`src/rtl/lives_tracker_if.sv`:
```
// Bundle of the per-frame game-control inputs and the lives/respawn outputs
// exchanged between the game logic and the lives tracker.
interface lives_tracker_if;
  logic       frame_tick;
  logic       start;
  logic       hit;
  logic [1:0] lives;
  logic       game_over;
  logic       invuln;
  logic       player_visible;
  logic       respawn;

  // Game logic side: drives the pulses and reads back the player status
  modport master (
    output frame_tick, start, hit,
    input  lives, game_over, invuln, player_visible, respawn
  );

  // Tracker side: consumes the pulses and produces the player status
  modport slave (
    input  frame_tick, start, hit,
    output lives, game_over, invuln, player_visible, respawn
  );
endinterface

```
`src/rtl/lives_tracker.sv`:
```
// Player-life bookkeeping FSM. It counts down lives on collisions, sequences
// the explosion and invulnerability phases in video frames, and produces the
// registered controls used by the segment display and the sprite renderer.
module lives_tracker #(
  parameter int START_LIVES   = 3,
  parameter int DEATH_FRAMES  = 60,
  parameter int INVULN_FRAMES = 120,
  parameter int BLINK_SHIFT   = 3
) (
  input  logic            clk,
  input  logic            clr,
  lives_tracker_if.slave  bus_if
);

  typedef enum logic [2:0] {
    IDLE     = 3'd0,
    PLAY     = 3'd1,
    DYING    = 3'd2,
    INVULN   = 3'd3,
    GAMEOVER = 3'd4
  } state_t;

  localparam logic [1:0] START_LV    = 2'(START_LIVES);
  localparam logic [7:0] DEATH_LAST  = 8'(DEATH_FRAMES - 1);
  localparam logic [7:0] INVULN_LAST = 8'(INVULN_FRAMES - 1);

  state_t     state_q, state_d;
  logic [1:0] lives_q, lives_d;
  logic [7:0] cnt_q, cnt_d;
  logic       game_over_q, game_over_d;
  logic       invuln_q, invuln_d;
  logic       visible_q, visible_d;
  logic       respawn_q, respawn_d;

  // Next-state, next-lives and frame-counter logic; outputs are derived from
  // the next state so every register reflects the state it is entering.
  always_comb begin
    state_d   = state_q;
    lives_d   = lives_q;
    respawn_d = 1'b0;

    case (state_q)
      IDLE: begin
        // start beats a simultaneous hit, which is simply dropped here
        if (bus_if.start) begin
          state_d = PLAY;
          lives_d = START_LV;
        end
      end
      PLAY: begin
        if (bus_if.hit) begin
          if (lives_q <= 2'd1) begin
            lives_d = 2'd0;
            state_d = GAMEOVER;
          end else begin
            lives_d = lives_q - 2'd1;
            state_d = DYING;
          end
        end
      end
      DYING: begin
        if (bus_if.frame_tick && (cnt_q == DEATH_LAST)) begin
          state_d   = INVULN;
          respawn_d = 1'b1;
        end
      end
      INVULN: begin
        if (bus_if.frame_tick && (cnt_q == INVULN_LAST)) begin
          state_d = PLAY;
        end
      end
      GAMEOVER: begin
        lives_d = 2'd0;
        if (bus_if.start) begin
          state_d = PLAY;
          lives_d = START_LV;
        end
      end
      default: begin
        state_d = IDLE;
        lives_d = START_LV;
      end
    endcase

    // The counter restarts on any state change, even if a tick coincides
    if (state_d != state_q) begin
      cnt_d = 8'd0;
    end else if (bus_if.frame_tick) begin
      cnt_d = cnt_q + 8'd1;
    end else begin
      cnt_d = cnt_q;
    end

    game_over_d = (state_d == GAMEOVER);
    invuln_d    = (state_d == INVULN);
    case (state_d)
      DYING, GAMEOVER: visible_d = 1'b0;
      INVULN:          visible_d = ~cnt_d[BLINK_SHIFT];
      default:         visible_d = 1'b1;
    endcase
  end

  // State and output registers with synchronous clear taking priority
  always_ff @(posedge clk) begin
    if (clr) begin
      state_q     <= IDLE;
      lives_q     <= START_LV;
      cnt_q       <= 8'd0;
      game_over_q <= 1'b0;
      invuln_q    <= 1'b0;
      visible_q   <= 1'b1;
      respawn_q   <= 1'b0;
    end else begin
      state_q     <= state_d;
      lives_q     <= lives_d;
      cnt_q       <= cnt_d;
      game_over_q <= game_over_d;
      invuln_q    <= invuln_d;
      visible_q   <= visible_d;
      respawn_q   <= respawn_d;
    end
  end

  assign bus_if.lives          = lives_q;
  assign bus_if.game_over      = game_over_q;
  assign bus_if.invuln         = invuln_q;
  assign bus_if.player_visible = visible_q;
  assign bus_if.respawn        = respawn_q;

endmodule

```
`src/flat_wrapper.sv`:
```
// flat-port wrapper written by rule: the top's interface ports become plain ports
module lives_tracker_flat 
#(
  parameter int START_LIVES   = 3,
  parameter int DEATH_FRAMES  = 60,
  parameter int INVULN_FRAMES = 120,
  parameter int BLINK_SHIFT   = 3
)
  (clk, clr, bus_if_frame_tick, bus_if_start, bus_if_hit, bus_if_lives, bus_if_game_over, bus_if_invuln, bus_if_player_visible, bus_if_respawn);
  lives_tracker_if bus_if_i ();
  input  logic clk;
  input  logic clr;
  input wire logic [$bits(bus_if_i.frame_tick)-1:0] bus_if_frame_tick;
  input wire logic [$bits(bus_if_i.start)-1:0] bus_if_start;
  input wire logic [$bits(bus_if_i.hit)-1:0] bus_if_hit;
  output wire logic [$bits(bus_if_i.lives)-1:0] bus_if_lives;
  output wire logic [$bits(bus_if_i.game_over)-1:0] bus_if_game_over;
  output wire logic [$bits(bus_if_i.invuln)-1:0] bus_if_invuln;
  output wire logic [$bits(bus_if_i.player_visible)-1:0] bus_if_player_visible;
  output wire logic [$bits(bus_if_i.respawn)-1:0] bus_if_respawn;
  assign bus_if_i.frame_tick = bus_if_frame_tick;
  assign bus_if_i.start = bus_if_start;
  assign bus_if_i.hit = bus_if_hit;
  assign bus_if_lives = bus_if_i.lives;
  assign bus_if_game_over = bus_if_i.game_over;
  assign bus_if_invuln = bus_if_i.invuln;
  assign bus_if_player_visible = bus_if_i.player_visible;
  assign bus_if_respawn = bus_if_i.respawn;
  lives_tracker #(.START_LIVES(START_LIVES), .DEATH_FRAMES(DEATH_FRAMES), .INVULN_FRAMES(INVULN_FRAMES), .BLINK_SHIFT(BLINK_SHIFT)) u_core (.clk(clk), .clr(clr), .bus_if(bus_if_i));
endmodule
```
`config.mk`:
```
export PLATFORM = sky130hd
export DESIGN_NAME = lives_tracker_flat
export DESIGN_NICKNAME = d
export VERILOG_FILES = /design/src/rtl/lives_tracker_if.sv /design/src/rtl/lives_tracker.sv /design/src/flat_wrapper.sv
export SDC_FILE = /design/constraint.sdc
export NUM_CORES = 1
export LEC_CHECK = 0
export ABC_AREA = 1
export ABC_CLOCK_PERIOD_IN_PS = 1900
export BUFFER_PORTS_ARGS = -buffer_cell sky130_fd_sc_hd__clkbuf_2
export CORE_MARGIN = 4
export CORE_UTILIZATION = 50
export DETAILED_ROUTE_END_ITERATION = 8
export PLACE_DENSITY = 0.74
export SLEW_MARGIN = 20
export SYNTH_ARGS = -nofsm -noshare
export SYNTH_HDL_FRONTEND = slang
export SYNTH_SLANG_ARGS = --single-unit
```
`constraint.sdc`:
```
create_clock -name clk -period 1.9 [get_ports clk]
set_clock_uncertainty 0.2 [all_clocks]
set_input_delay 0.19 -clock clk [delete_from_list [all_inputs] [get_ports clk]]
set_output_delay 0.19 -clock clk [all_outputs]
set_load 0.1 [all_outputs]
```
# After elaboration in Yosys (flattened, before gate mapping)
# Cells that the tools add are included.
# totals
ff_bits	17
latchBits	0
ramBits	0
mem_bits_ro	0
input_bits	5
out_inout_bits	6
word_cells	50
mem_count	0
# classes
add_sub_neg	2
multipliers	0
div_mod_pow	0
n_lt_le_gt_ge	1
eq_ne	12
shifts	0
muxes	15
bitwise_logic	3
reduce_logical	9
# op_table
cell	n
two-way mux 3 bit	5
equality test 3 x 2 -> 1 bit (second input constant)	4
one-hot mux 3 bit (4 select lines)	1
OR reduction 2 bit	5
adder 8 x 1 -> 8 bit (second input constant)	1
equality test 8 x 6 -> 1 bit (second input constant)	1
equality test 8 x 7 -> 1 bit (second input constant)	1
two-way mux 2 bit	4
two-way mux 4 bit	2
one-hot mux 2 bit (4 select lines)	1
equality test 3 bit (second input constant)	2
!= test 2 bit (second input constant)	2
equality test 3 x 1 -> 1 bit (second input constant)	1
zero test 3 bit	1
!= test 3 bit	1
NOT 1 bit	3
AND reduction 3 bit	1
less-or-equal comparator 2 x 1 -> 1 bit (second input constant)	1
logical AND 1 bit	2
one-hot mux 1 bit (2 select lines)	1
subtractor 2 x 1 -> 2 bit (second input constant)	1
two-way mux 1 bit	1

# Depth between registers and ports, before layout
# depth
depth_word	8
ltp_mapped	10
mapped_depth_nobuf	10

# Worst setup path after synthesis
# Ideal clock, no wire load.
# synth_path
path_type	reg-to-reg
start	register u_core.lives_q[1] (netlist: u_core.bus_if.lives[1])
end	register u_core.visible_q (netlist: u_core.bus_if.player_visible)
setup_time_ns	0.112
arrival_ns	1.647
t_required_ns	1.588
setup_slack_ns	-0.059
path_stages_with_launch	7
n_path_buf	0
synth_period_minus_slack_ns	1.959
cell_sequence	dfxtp_1 > inv_1 > nor3_2 > inv_1 > nand2_1 > o21a_1 > nand2_1
# synth_between
elab_chain_cells	8
word_cells_on_any_way	12
classes_between	order compare (1); eq/ne (4); mux (5); bitwise (1); reduce/logical (1)
# synth_rtl
item	line	source
start, declared	lives_tracker.sv:28	logic [1:0] lives_q, lives_d;
start signal, assigned	lives_tracker.sv:115	lives_q <= lives_d;
less-or-equal comparator 2 x 1 -> 1 bit (*)	lives_tracker.sv:52	if (lives_q <= 2'd1) begin
two-way mux 3 bit (*)	lives_tracker.sv:52	
two-way mux 3 bit (*)	lives_tracker.sv:51	if (bus_if.hit) begin
one-hot mux 3 bit (4 select lines) (*)	lives_tracker.sv:42	case (state_q)
!= test 3 bit	lives_tracker.sv:86	if (state_d != state_q) begin
two-way mux 4 bit	lives_tracker.sv:86	
NOT 1 bit	lives_tracker.sv:98	INVULN: visible_d = ~cnt_d[BLINK_SHIFT];
one-hot mux 1 bit (2 select lines) (*)	lives_tracker.sv:96	case (state_d)
end signal, assigned	lives_tracker.sv:119	visible_q <= visible_d;
end, declared	lives_tracker.sv:32	logic visible_q, visible_d;
# Mark *: on every way between the ends. The rest lies on a longest branch, timed or not.
# A chain may end at the register's enable or synchronous reset.

# Worst setup path after layout
# layout_path
start	register u_core.cnt_q[0]
end	register u_core.visible_q (netlist: u_core.bus_if.player_visible)
# layout_between
elab_chain_cells	8
word_cells_on_any_way	17
classes_between	add/sub (1); eq/ne (6); mux (6); bitwise (1); reduce/logical (3)
# layout_rtl
item	line	source
start, declared	lives_tracker.sv:29	logic [7:0] cnt_q, cnt_d;
start signal, assigned	lives_tracker.sv:116	cnt_q <= cnt_d;
equality test 8 x 7 -> 1 bit / equality test 8 x 6 -> 1 bit (equally long branches)	lives_tracker.sv:68, lives_tracker.sv:62	
logical AND 1 bit, on equally long branches	lives_tracker.sv:68, lives_tracker.sv:62	
two-way mux 3 bit, on equally long branches	lives_tracker.sv:68, lives_tracker.sv:62	
one-hot mux 3 bit (4 select lines)	lives_tracker.sv:42	
!= test 3 bit	lives_tracker.sv:86	
two-way mux 4 bit	lives_tracker.sv:86	
NOT 1 bit	lives_tracker.sv:98	
one-hot mux 1 bit (2 select lines) (*)	lives_tracker.sv:96	
# Marks and branches as above.

==> impl_metrics.csv <==
group,metric,value,unit
route,drc_errors,0,
run,drv_cap,0,
logic_synthesis,synth.distinct_cells,25,
layout,drive_above_1_share,0.1846,
logic_synthesis,syn_nets,122,
route,viasPerCell,5.055,
floorplanning,num_io_pins,11,
cts,clkLatencyLatePin,290,ps
placed_design,placed_area,913.4,um^2
cts,cts_setup_buffers,0,
floorplanning,start_util,0.5425,
sta,setup_viol,0,
worst_hold_path,worstHoldPathType,"input pin to flop",
route,dr.pass1.iters,4,
floorplanning,die_w,49.13,um
cts,ctsHoldBuffers,1,
logic_synthesis,synth-edff-count,0,
logic_synthesis,yosysWarningCount,0,
cts,clock_path_buffers,2,
cts,cts_tree,"built",
grt,grt_max_degree,10,
route,wire_per_inst,10.34,um
route,finalWirelength,1509,um
cts,cts_num_sinks,17,
grt,antenna_found_initial,0,
placed_design,dp_hpwl,1185,um
placed_design,portBuffers,10,
power,power_density,810.3,mW/mm^2
floorplanning,die_y,49.13,um
sta,hold_violations,0,
worst_setup_path,cp.arrival,1590,ps
layout,antennaDiodeCount,0,
logic_synthesis,synth_most_common_cell,"nand2_1",
sta,rsz0062_at_grt,"false",
logic_synthesis,yosys-top-cells-area,"dfxtp_1, nand2_1, nor2_1",
layout,final_util,0.6091,
cts,clkTransAtPathRegs,100,ps
layout,filler_cell_count,144,
cts,root_buffer,"clkbuf_4",
sta,fmax,0.6270,GHz
worst_setup_path,r2r_start,"u_core.cnt_q[0]",
grt,grt_use_total,0.1476,
layout,area_growth,12.28,%
worst_setup_path,path_class,"flop to flop",
worst_hold_path,min-delay-start,"bus_if_frame_tick",
placed_design,place_ws,326.5,ps
route,drt_iter0_markers,10,
sta,finalCritPeriodShare,0.8394,
sta,finalWorstSetupSlack,305.1,ps
worst_hold_path,min_path_cells,3,
worst_setup_path,start_kind,"flop",
logic_synthesis,synth_seq_cells,17,
worst_setup_path,regToRegSetupSlack,310,ps
sta,relSlewSlack,0.6339,
logic_synthesis,synth_flop_cell,"dfxtp_1",
logic_synthesis,avgSynthCellArea,7.291,um^2
placed_design,gp_congestion,0.8224,
floorplanning,die-area,0.002414,mm^2
run_status,status,"completed",
power,max-vdd-ir-drop,0.0004661,V
floorplanning,core,0.001559,mm^2
sta,setup_tns,0,ps
worst_setup_path,crit_required,1890,ps
logic_synthesis,netlist.top_cell.by_area,"dfxtp_1",
logic_synthesis,async_flop_share,0,
grt,grt_overflow,0,
sta,min_period,1595,ps
cts,cts_made_buffers,3,
logic_synthesis,synth_top_area_share,0.4024,
layout,finalNetCount,137,
worst_hold_path,holdPathEnd,"u_core.cnt_q[1]",
logic_synthesis,synth_cells,116,
cts,cts-htree-levels,1,
logic_synthesis,yosysSeqAreaShare,0.4024,
logic_synthesis,netlist_area,845.8,um^2
worst_setup_path,reg2regPathDepth,10,
worst_setup_path,crit_fanout,3,
grt,grt_pass1_wl,2835,um
grt,grt_pass1_vias,690,
worst_setup_path,crit_path_end_kind,"flop",
power,p_leak,0.0004414,uW
route,final_antenna_net_count,0,
route,via_count,738,
floorplanning,row_count,14,
sta,tightest_slew,551.5,ps
layout,fin_area,949.7,um^2
cts,cts_resized,0,
logic_synthesis,ys_top_cells_by_count,"nand2_1, nor2_1, inv_1",
sta,maxSlewViolCount,0,
worst_setup_path,r2r-end,"u_core.bus_if.player_visible",
-- critical path: stages (launching register included) --
cell and delay, ps:
dfxtp_1 390, ha_1 160, nand2_1 80, nor2_1 140, nand3_1 100, nand2_1 100
nand2_1 80, nand2_1 90, clkinv_1 60, nand2_1 60, nand2_1 50
-- state kept, by name, indices dropped and copies added (netlist names) --
name	count
u_core.bus_if.game_over	1
u_core.bus_if.player_visible	1
u_core.state_q	3
u_core.cnt_q	8
u_core.bus_if.respawn	1
u_core.bus_if.invuln	1
u_core.bus_if.lives	2
-- worst max-delay path by stage --
stage | from | end | slack (ps) | cells after the start
after floorplan | u_core.bus_if.lives[1] | u_core.bus_if.player_visible | 290 | 6
after global placement | u_core.cnt_q[0] | u_core.cnt_q[6] | 360 | 8
after detailed placement | u_core.cnt_q[0] | u_core.bus_if.player_visible | 330 | 10
after CTS | u_core.cnt_q[0] | u_core.bus_if.player_visible | 300 | 10
after global routing | u_core.cnt_q[0] | u_core.cnt_q[1] | 140 | 8
final | u_core.cnt_q[0] | u_core.bus_if.player_visible | 310 | 10
-- per-stage QoR --
step	hold slack (ps)	cells	power, uW
floorplan	152.9	116	550.5
global placement	286.3	141	579.7
detailed placement	296.6	141	583.5
CTS	24.15	146	773.5
global route	65.41	146	811.7
finish	25.19	146	769.5
-- power breakdown --
part	switching [uW]	internal, uW	leakage (uW)
Combinational	139	47.2	0.000289
Clock	112	81.6	0.0000150
Sequential	16.3	373	0.000138
Total	268	502	0.000441
-- kinds of logic (layout without fill, tap and decap cells) --
logic type      count (synthesis)  after routing  synth area share
compound gates                  9              9           0.06065
xor+xnor                        6              6           0.06213
fa+ha+maj                       1              1           0.01479
buf+inv                        21             35           0.09319
flops                          17             17            0.4024
mux                             1              1           0.01183
simple gates                   61             61            0.3550
-- metal layers --
layer	GRT usage	part of all wire
met4	0.05687	0.011
met3	0.03976	0.050
met5	0	0
met1	0.1974	0.50
met2	0.2232	0.44
-- area by class of cell --
cell class                 instances  area, um^2  share of cell area
inverter                          20       75.07             0.07905
sequential                        17       341.6              0.3597
multi-input combinational         78       426.7              0.4493
tap                               16       20.02             0.02108
clock buffer                       4       26.28             0.02767
timing repair buffer              11       60.06             0.06324
-- layout by cell type (no fill, tap or decap), types with 2 or more instances in the layout --
master / instances
a21oi_1: 3
clkbuf_2: 10
clkbuf_4: 3
dfxtp_1: 16
inv_1: 19
nand2_1: 21
nand2_2: 3
nand3_1: 8
nand3_2: 2
nor2_1: 20
nor2_4: 2
o21ai_1: 2
xnor2_1: 2
xor2_1: 4
Note: power is estimated with default switching activity, not from simulation.
